File: config.mk
export PLATFORM = sky130hd
export DESIGN_NAME = pwm_dimmer_flat
export DESIGN_NICKNAME = d
export VERILOG_FILES = /design/src/rtl/pwm_dimmer_if.sv /design/src/rtl/pwm_dimmer.sv /design/src/flat_wrapper.sv
export SDC_FILE = /design/constraint.sdc
export NUM_CORES = 1
export LEC_CHECK = 0
export ABC_AREA = 1
export BUFFER_PORTS_ARGS = -buffer_cell sky130_fd_sc_hd__buf_4
export CAP_MARGIN = 20
export CORE_UTILIZATION = 45
export DETAILED_ROUTE_END_ITERATION = 10
export GPL_ROUTABILITY_DRIVEN = 0
export SLEW_MARGIN = 5
export SYNTH_ARGS = -nofsm -noshare
export SYNTH_HDL_FRONTEND = slang
export SYNTH_SLANG_ARGS = --single-unit
File: constraint.sdc
create_clock -name clk -period 4.24 [get_ports clk]
set_input_delay 0.848 -clock clk [delete_from_list [all_inputs] [get_ports clk]]
set_output_delay 0.848 -clock clk [all_outputs]
set_load 0.05 [all_outputs]
File: src/rtl/pwm_dimmer_if.sv
// Bundles the dimmer's run control, duty/prescale request and its PWM/strobe outputs.
interface pwm_dimmer_if #(
  parameter int N = 8,
  parameter int P = 16
) ();
  logic         ena;
  logic [N-1:0] duty;
  logic [P-1:0] prescale;
  logic         pwm;
  logic         period_start;
  logic         step;

  modport master (
    output ena, duty, prescale,
    input  pwm, period_start, step
  );

  modport slave (
    input  ena, duty, prescale,
    output pwm, period_start, step
  );
endinterface

File: src/rtl/pwm_dimmer.sv
// Prescaled N-bit PWM generator; duty and prescale are sampled only at period
// boundaries, and a step strobe per completed period paces an upstream triangle source.
module pwm_dimmer #(
  parameter int N = 8,
  parameter int P = 16
) (
  input  logic         clk,
  input  logic         rst,
  pwm_dimmer_if.slave  bus
);

  localparam logic [0:0] IDLE = 1'b0;
  localparam logic [0:0] RUN  = 1'b1;

  logic [0:0]   state, state_nxt;
  logic [P-1:0] pre_cnt, pre_cnt_nxt;
  logic [P-1:0] pre_sh, pre_sh_nxt;
  logic [N-1:0] cnt, cnt_nxt;
  logic [N-1:0] duty_sh, duty_sh_nxt;
  logic         tick;
  logic         pwm_p1, pwm_nxt;
  logic         start_p1, start_nxt;
  logic         step_p1, step_nxt;

  always_comb begin
    state_nxt   = state;
    pre_cnt_nxt = pre_cnt;
    pre_sh_nxt  = pre_sh;
    cnt_nxt     = cnt;
    duty_sh_nxt = duty_sh;
    start_nxt   = 1'b0;
    step_nxt    = 1'b0;
    tick        = 1'b0;

    if (bus.ena) begin
      if (state == IDLE) begin
        // Arming: latch the first period's settings and start counting from zero.
        state_nxt   = RUN;
        duty_sh_nxt = bus.duty;
        pre_sh_nxt  = bus.prescale;
        pre_cnt_nxt = '0;
        cnt_nxt     = '0;
        start_nxt   = 1'b1;
      end else begin
        tick = (pre_cnt == pre_sh);
        if (tick) begin
          pre_cnt_nxt = '0;
          cnt_nxt     = cnt + 1'b1;
          if (cnt == '1) begin
            duty_sh_nxt = bus.duty;
            pre_sh_nxt  = bus.prescale;
            start_nxt   = 1'b1;
            step_nxt    = 1'b1;
          end
        end else begin
          pre_cnt_nxt = pre_cnt + 1'b1;
        end
      end
    end

    // Compare against next-cycle values so pwm lines up with the cnt it belongs to.
    pwm_nxt = bus.ena && (state_nxt == RUN) && (cnt_nxt < duty_sh_nxt);
  end

  // Stage p1: registered state and outputs
  always_ff @(posedge clk) begin
    if (rst) begin
      state    <= IDLE;
      pre_cnt  <= '0;
      pre_sh   <= '0;
      cnt      <= '0;
      duty_sh  <= '0;
      pwm_p1   <= 1'b0;
      start_p1 <= 1'b0;
      step_p1  <= 1'b0;
    end else begin
      state    <= state_nxt;
      pre_cnt  <= pre_cnt_nxt;
      pre_sh   <= pre_sh_nxt;
      cnt      <= cnt_nxt;
      duty_sh  <= duty_sh_nxt;
      pwm_p1   <= pwm_nxt;
      start_p1 <= start_nxt;
      step_p1  <= step_nxt;
    end
  end

  assign bus.pwm          = pwm_p1;
  assign bus.period_start = start_p1;
  assign bus.step         = step_p1;

endmodule

File: src/flat_wrapper.sv
// flat-port wrapper written by rule: the top's interface ports become plain ports
module pwm_dimmer_flat 
#(
  parameter int N = 8,
  parameter int P = 16
)
  (clk, rst, bus_ena, bus_duty, bus_prescale, bus_pwm, bus_period_start, bus_step);
  pwm_dimmer_if #(.N(N), .P(P)) bus_i ();
  input  logic clk;
  input  logic rst;
  input wire logic [$bits(bus_i.ena)-1:0] bus_ena;
  input wire logic [$bits(bus_i.duty)-1:0] bus_duty;
  input wire logic [$bits(bus_i.prescale)-1:0] bus_prescale;
  output wire logic [$bits(bus_i.pwm)-1:0] bus_pwm;
  output wire logic [$bits(bus_i.period_start)-1:0] bus_period_start;
  output wire logic [$bits(bus_i.step)-1:0] bus_step;
  assign bus_i.ena = bus_ena;
  assign bus_i.duty = bus_duty;
  assign bus_i.prescale = bus_prescale;
  assign bus_pwm = bus_i.pwm;
  assign bus_period_start = bus_i.period_start;
  assign bus_step = bus_i.step;
  pwm_dimmer #(.N(N), .P(P)) u_core (.clk(clk), .rst(rst), .bus(bus_i));
endmodule
==> flow_summary.rst <==
.. list-table::
   :header-rows: 1

   * - Metric
     - Value
   * - Worst hold path type
     - reg -> reg
   * - Fraction of the yosys area taken by sequential cells
     - 39.5%
   * - Syn Std Cell Area
     - 2640 µm²
   * - I/O pin count
     - 30
   * - Via count of the first global-routing pass
     - 2228
   * - Max Cap Viol
     - 0
   * - All-layer global routing usage
     - 20.0%
   * - Via count of the routed design
     - 2278
   * - Internal power contribution
     - 0.703 mW
   * - Latest clock arrival within the worst-skew pair
     - 310 ps
   * - Worst ir drop on vdd
     - 0.184 mV
   * - Finish-stage setup viols
     - 0
   * - Clock transition at the register clock pins on the worst setup and hold paths after CTS
     - 100 ps
   * - Placed Cells incl. Taps
     - 469
   * - Combinational family with the most area after synthesis
     - simple AND/OR/NAND/NOR gates
   * - Iteration-0 DRC Markers
     - 98
   * - Number of standard-cell rows in the floorplan
     - 27
   * - Core region area
     - 5570 µm²
   * - Post-cts gate resize count
     - 0
   * - CTS sink cnt
     - 52
   * - Net switching power
     - 0.242 mW
   * - Multiplexer share of the synthesized area
     - 2.66%
   * - Fraction of the cycle the final worst path needs
     - 68.1%
   * - Worst max-slew margin expressed relative to the limit
     - 63.1%
   * - Leak Pwr
     - 1.31 nW
   * - Ratio of cells with drive above 1 in the final layout
     - 13.6%
   * - Post-CTS repair timing setup buffer count
     - 0
   * - Worst Hold Slack
     - 475 ps
   * - Pin count of the biggest net entering global routing
     - 33
   * - Post-DP HPWL
     - 3.93 mm
   * - Ratio of routed vias to standard cells
     - 4.79
   * - Synthesized instance count
     - 379
   * - Adder-cell area share of the yosys netlist
     - 4.27%
   * - Period minus WS final
     - 2890 ps
   * - Initial Util
     - 47.3%
   * - Number of buffers created by CTS
     - 5
   * - Power share of the clock group
     - 32.0%
   * - Final Max Tran Viols
     - 0
   * - Die footprint
     - 6170 µm²
   * - Max Clock Skew
     - 10.5 ps
   * - Cell variety after synth
     - 31
   * - Instance area after placement
     - 2880 µm²
   * - Synthesis Warnings
     - 0
   * - Kind of start point of the critical path
     - register
   * - Most frequent cells in the layout
     - 94 x nand2_1, 52 x dfxtp_1, 51 x inv_1
   * - Max Clk Rate
     - 346 MHz
   * - First drt pass iteration count
     - 4
   * - Worst slack after detailed placement
     - 1270 ps
   * - Reg2reg setup slack
     - 1350 ps
   * - Die W
     - 78.5 µm
   * - Worst EP required
     - 4480 ps
   * - WL per Instance
     - 11.3 µm
   * - Layout-stage area growth over the synthesis result
     - 12.9%
   * - Diode count
     - 0
   * - Most common cell after layout, fill and taps aside
     - nand2_1
   * - Total overflow reported by the global router
     - 0
   * - Kind of end point of the critical path
     - register
   * - Number of antenna violations at the first check in global routing
     - 0
   * - Total power after layout
     - 0.946 mW
   * - Post-synthesis simple-gate area fraction
     - 27.3%
   * - Crit Path Category
     - reg -> reg
   * - Fraction of power consumed by sequential logic
     - 54.8%
   * - Average cell area after synthesis
     - 6.95 µm²
   * - Clock Tree Root
     - clkbuf_8
   * - Count of placed standard cells in the final layout, fillers left out
     - 476
   * - Gate power share
     - 13.2%
   * - CTS Hold Buffers Added
     - 0
   * - Switching part of the total power
     - 25.6%
   * - Post-layout worst setup margin
     - 1350 ps
   * - TritonCTS clock tree
     - yes
   * - Synthesized-area fraction occupied by xor and xnor cells
     - 2.33%
   * - Final Hold Fails
     - 0
   * - Post-synth net total
     - 415
   * - Vertical die dimension
     - 78.5 µm
   * - Final-stage net count
     - 440
   * - Remaining routing DRC violations
     - 0
   * - Setup repair after global routing missed its margin
     - false
   * - Wire length of the first global-routing pass
     - 9.80 mm
   * - Final-layout setup total negative slack
     - 0 ps
   * - Critical path arrival
     - 3120 ps
   * - Post-route standard cell area excluding fillers
     - 2970 µm²
   * - H-tree depth reported by CTS
     - 2
   * - Bufs on Longest Clock Path
     - 2
   * - Slew at the pin closest to its max-slew limit
     - 553 ps
   * - Yosys reg bits
     - 52
   * - Crit path max fanout
     - 9
   * - Post-synthesis compound-gate area fraction
     - 12.9%
   * - PortBufs
     - 29
   * - Result of the run
     - finished clean
   * - Power per cell area
     - 318 nW/µm²
   * - Antenna violation net count after detailed routing
     - 0
   * - Util after Layout
     - 53.4%
   * - Routed wire length
     - 5.40 mm
[layer usage]
metal,vias up,part of all wire (%),track usage (%)
met3,5,3.2,3.72
met4,0,0.85,6.48
met5,-,0,0
met2,33,43,32.2
li1,1246,-,-
met1,994,52,26.7
[final timing paths]
path	start	to	cells past startpoint
min reg2reg	u_core.pre_sh[11]	u_core.pre_sh[11]	2
min	u_core.pre_sh[11]	u_core.pre_sh[11]	2
max	u_core.cnt[0]	u_core.bus.pwm	12
max reg2reg	u_core.cnt[0]	u_core.bus.pwm	12
[synthesized netlist by cell type (all sizes together)]
master / count / area, µm²
ha: 9 / 113
o22ai: 1 / 6.26
xnor2: 1 / 8.76
o21ai: 23 / 115
a41oi: 1 / 8.76
buf: 4 / 38.8
clkbuf: 7 / 26.3
nand3: 14 / 75.1
or2: 4 / 25.0
a21oi: 30 / 161
nand2: 94 / 353
nor3: 12 / 70.1
a2111oi: 1 / 8.76
inv: 60 / 228
xor2: 6 / 52.6
nor2: 44 / 170
mux2i: 7 / 70.1
dfxtp: 52 / 1040
nor4: 1 / 6.26
o21bai: 1 / 7.51
a221oi: 1 / 8.76
nand4: 3 / 18.8
a211oi: 3 / 22.5
[worst max-delay path: stages (launching register included)]
cell and delay (ps):
dfxtp_1 370, ha_1 200, nand3_1 90, nor2_1 130, nand2_1 110, nor3_2 190
nand3_2 160, a21oi_4 410, mux2i_1 290, ha_1 270, a2111oi_0 350, nand3_1 120
a21oi_1 130
[sequential cells by signal, indices dropped and copies added (netlist names)]
name / count
u_core.pre_sh: 16
u_core.bus.pwm: 1
u_core.bus.step: 1
u_core.duty_sh: 8
u_core.pre_cnt: 16
u_core.cnt: 8
u_core.bus.period_start: 1
u_core.state: 1
[power by group through the flow]
stage	logic (mW)	registers (mW)	clock network [mW]
finish	0.125	0.518	0.303
global route	0.146	0.520	0.328
CTS	0.127	0.518	0.311
detailed placement	0.126	0.529	0
global placement	0.124	0.529	0
floorplan	0.0880	0.530	0
[area by class of cell]
class	instances	area, µm²
tap	72	90.1
fill	568	2600
sequential	52	1040
inverter	60	228
multi-input combinational	256	1300
clock buffer	7	96.3
timing repair buffer	29	218
[cells by family (layout without fill, tap and decap cells)]
family                     after synthesis  count (layout)
DFF                                     52              52
muxes                                    7               7
buffers and inverters                   71              96
AOI/OAI and AO/OA                       61              61
adders and majority gates                9               9
and+or+nand+nor                        172             172
xor gates and xnor gates                 7               7
(Power assumes the default switching activity.)
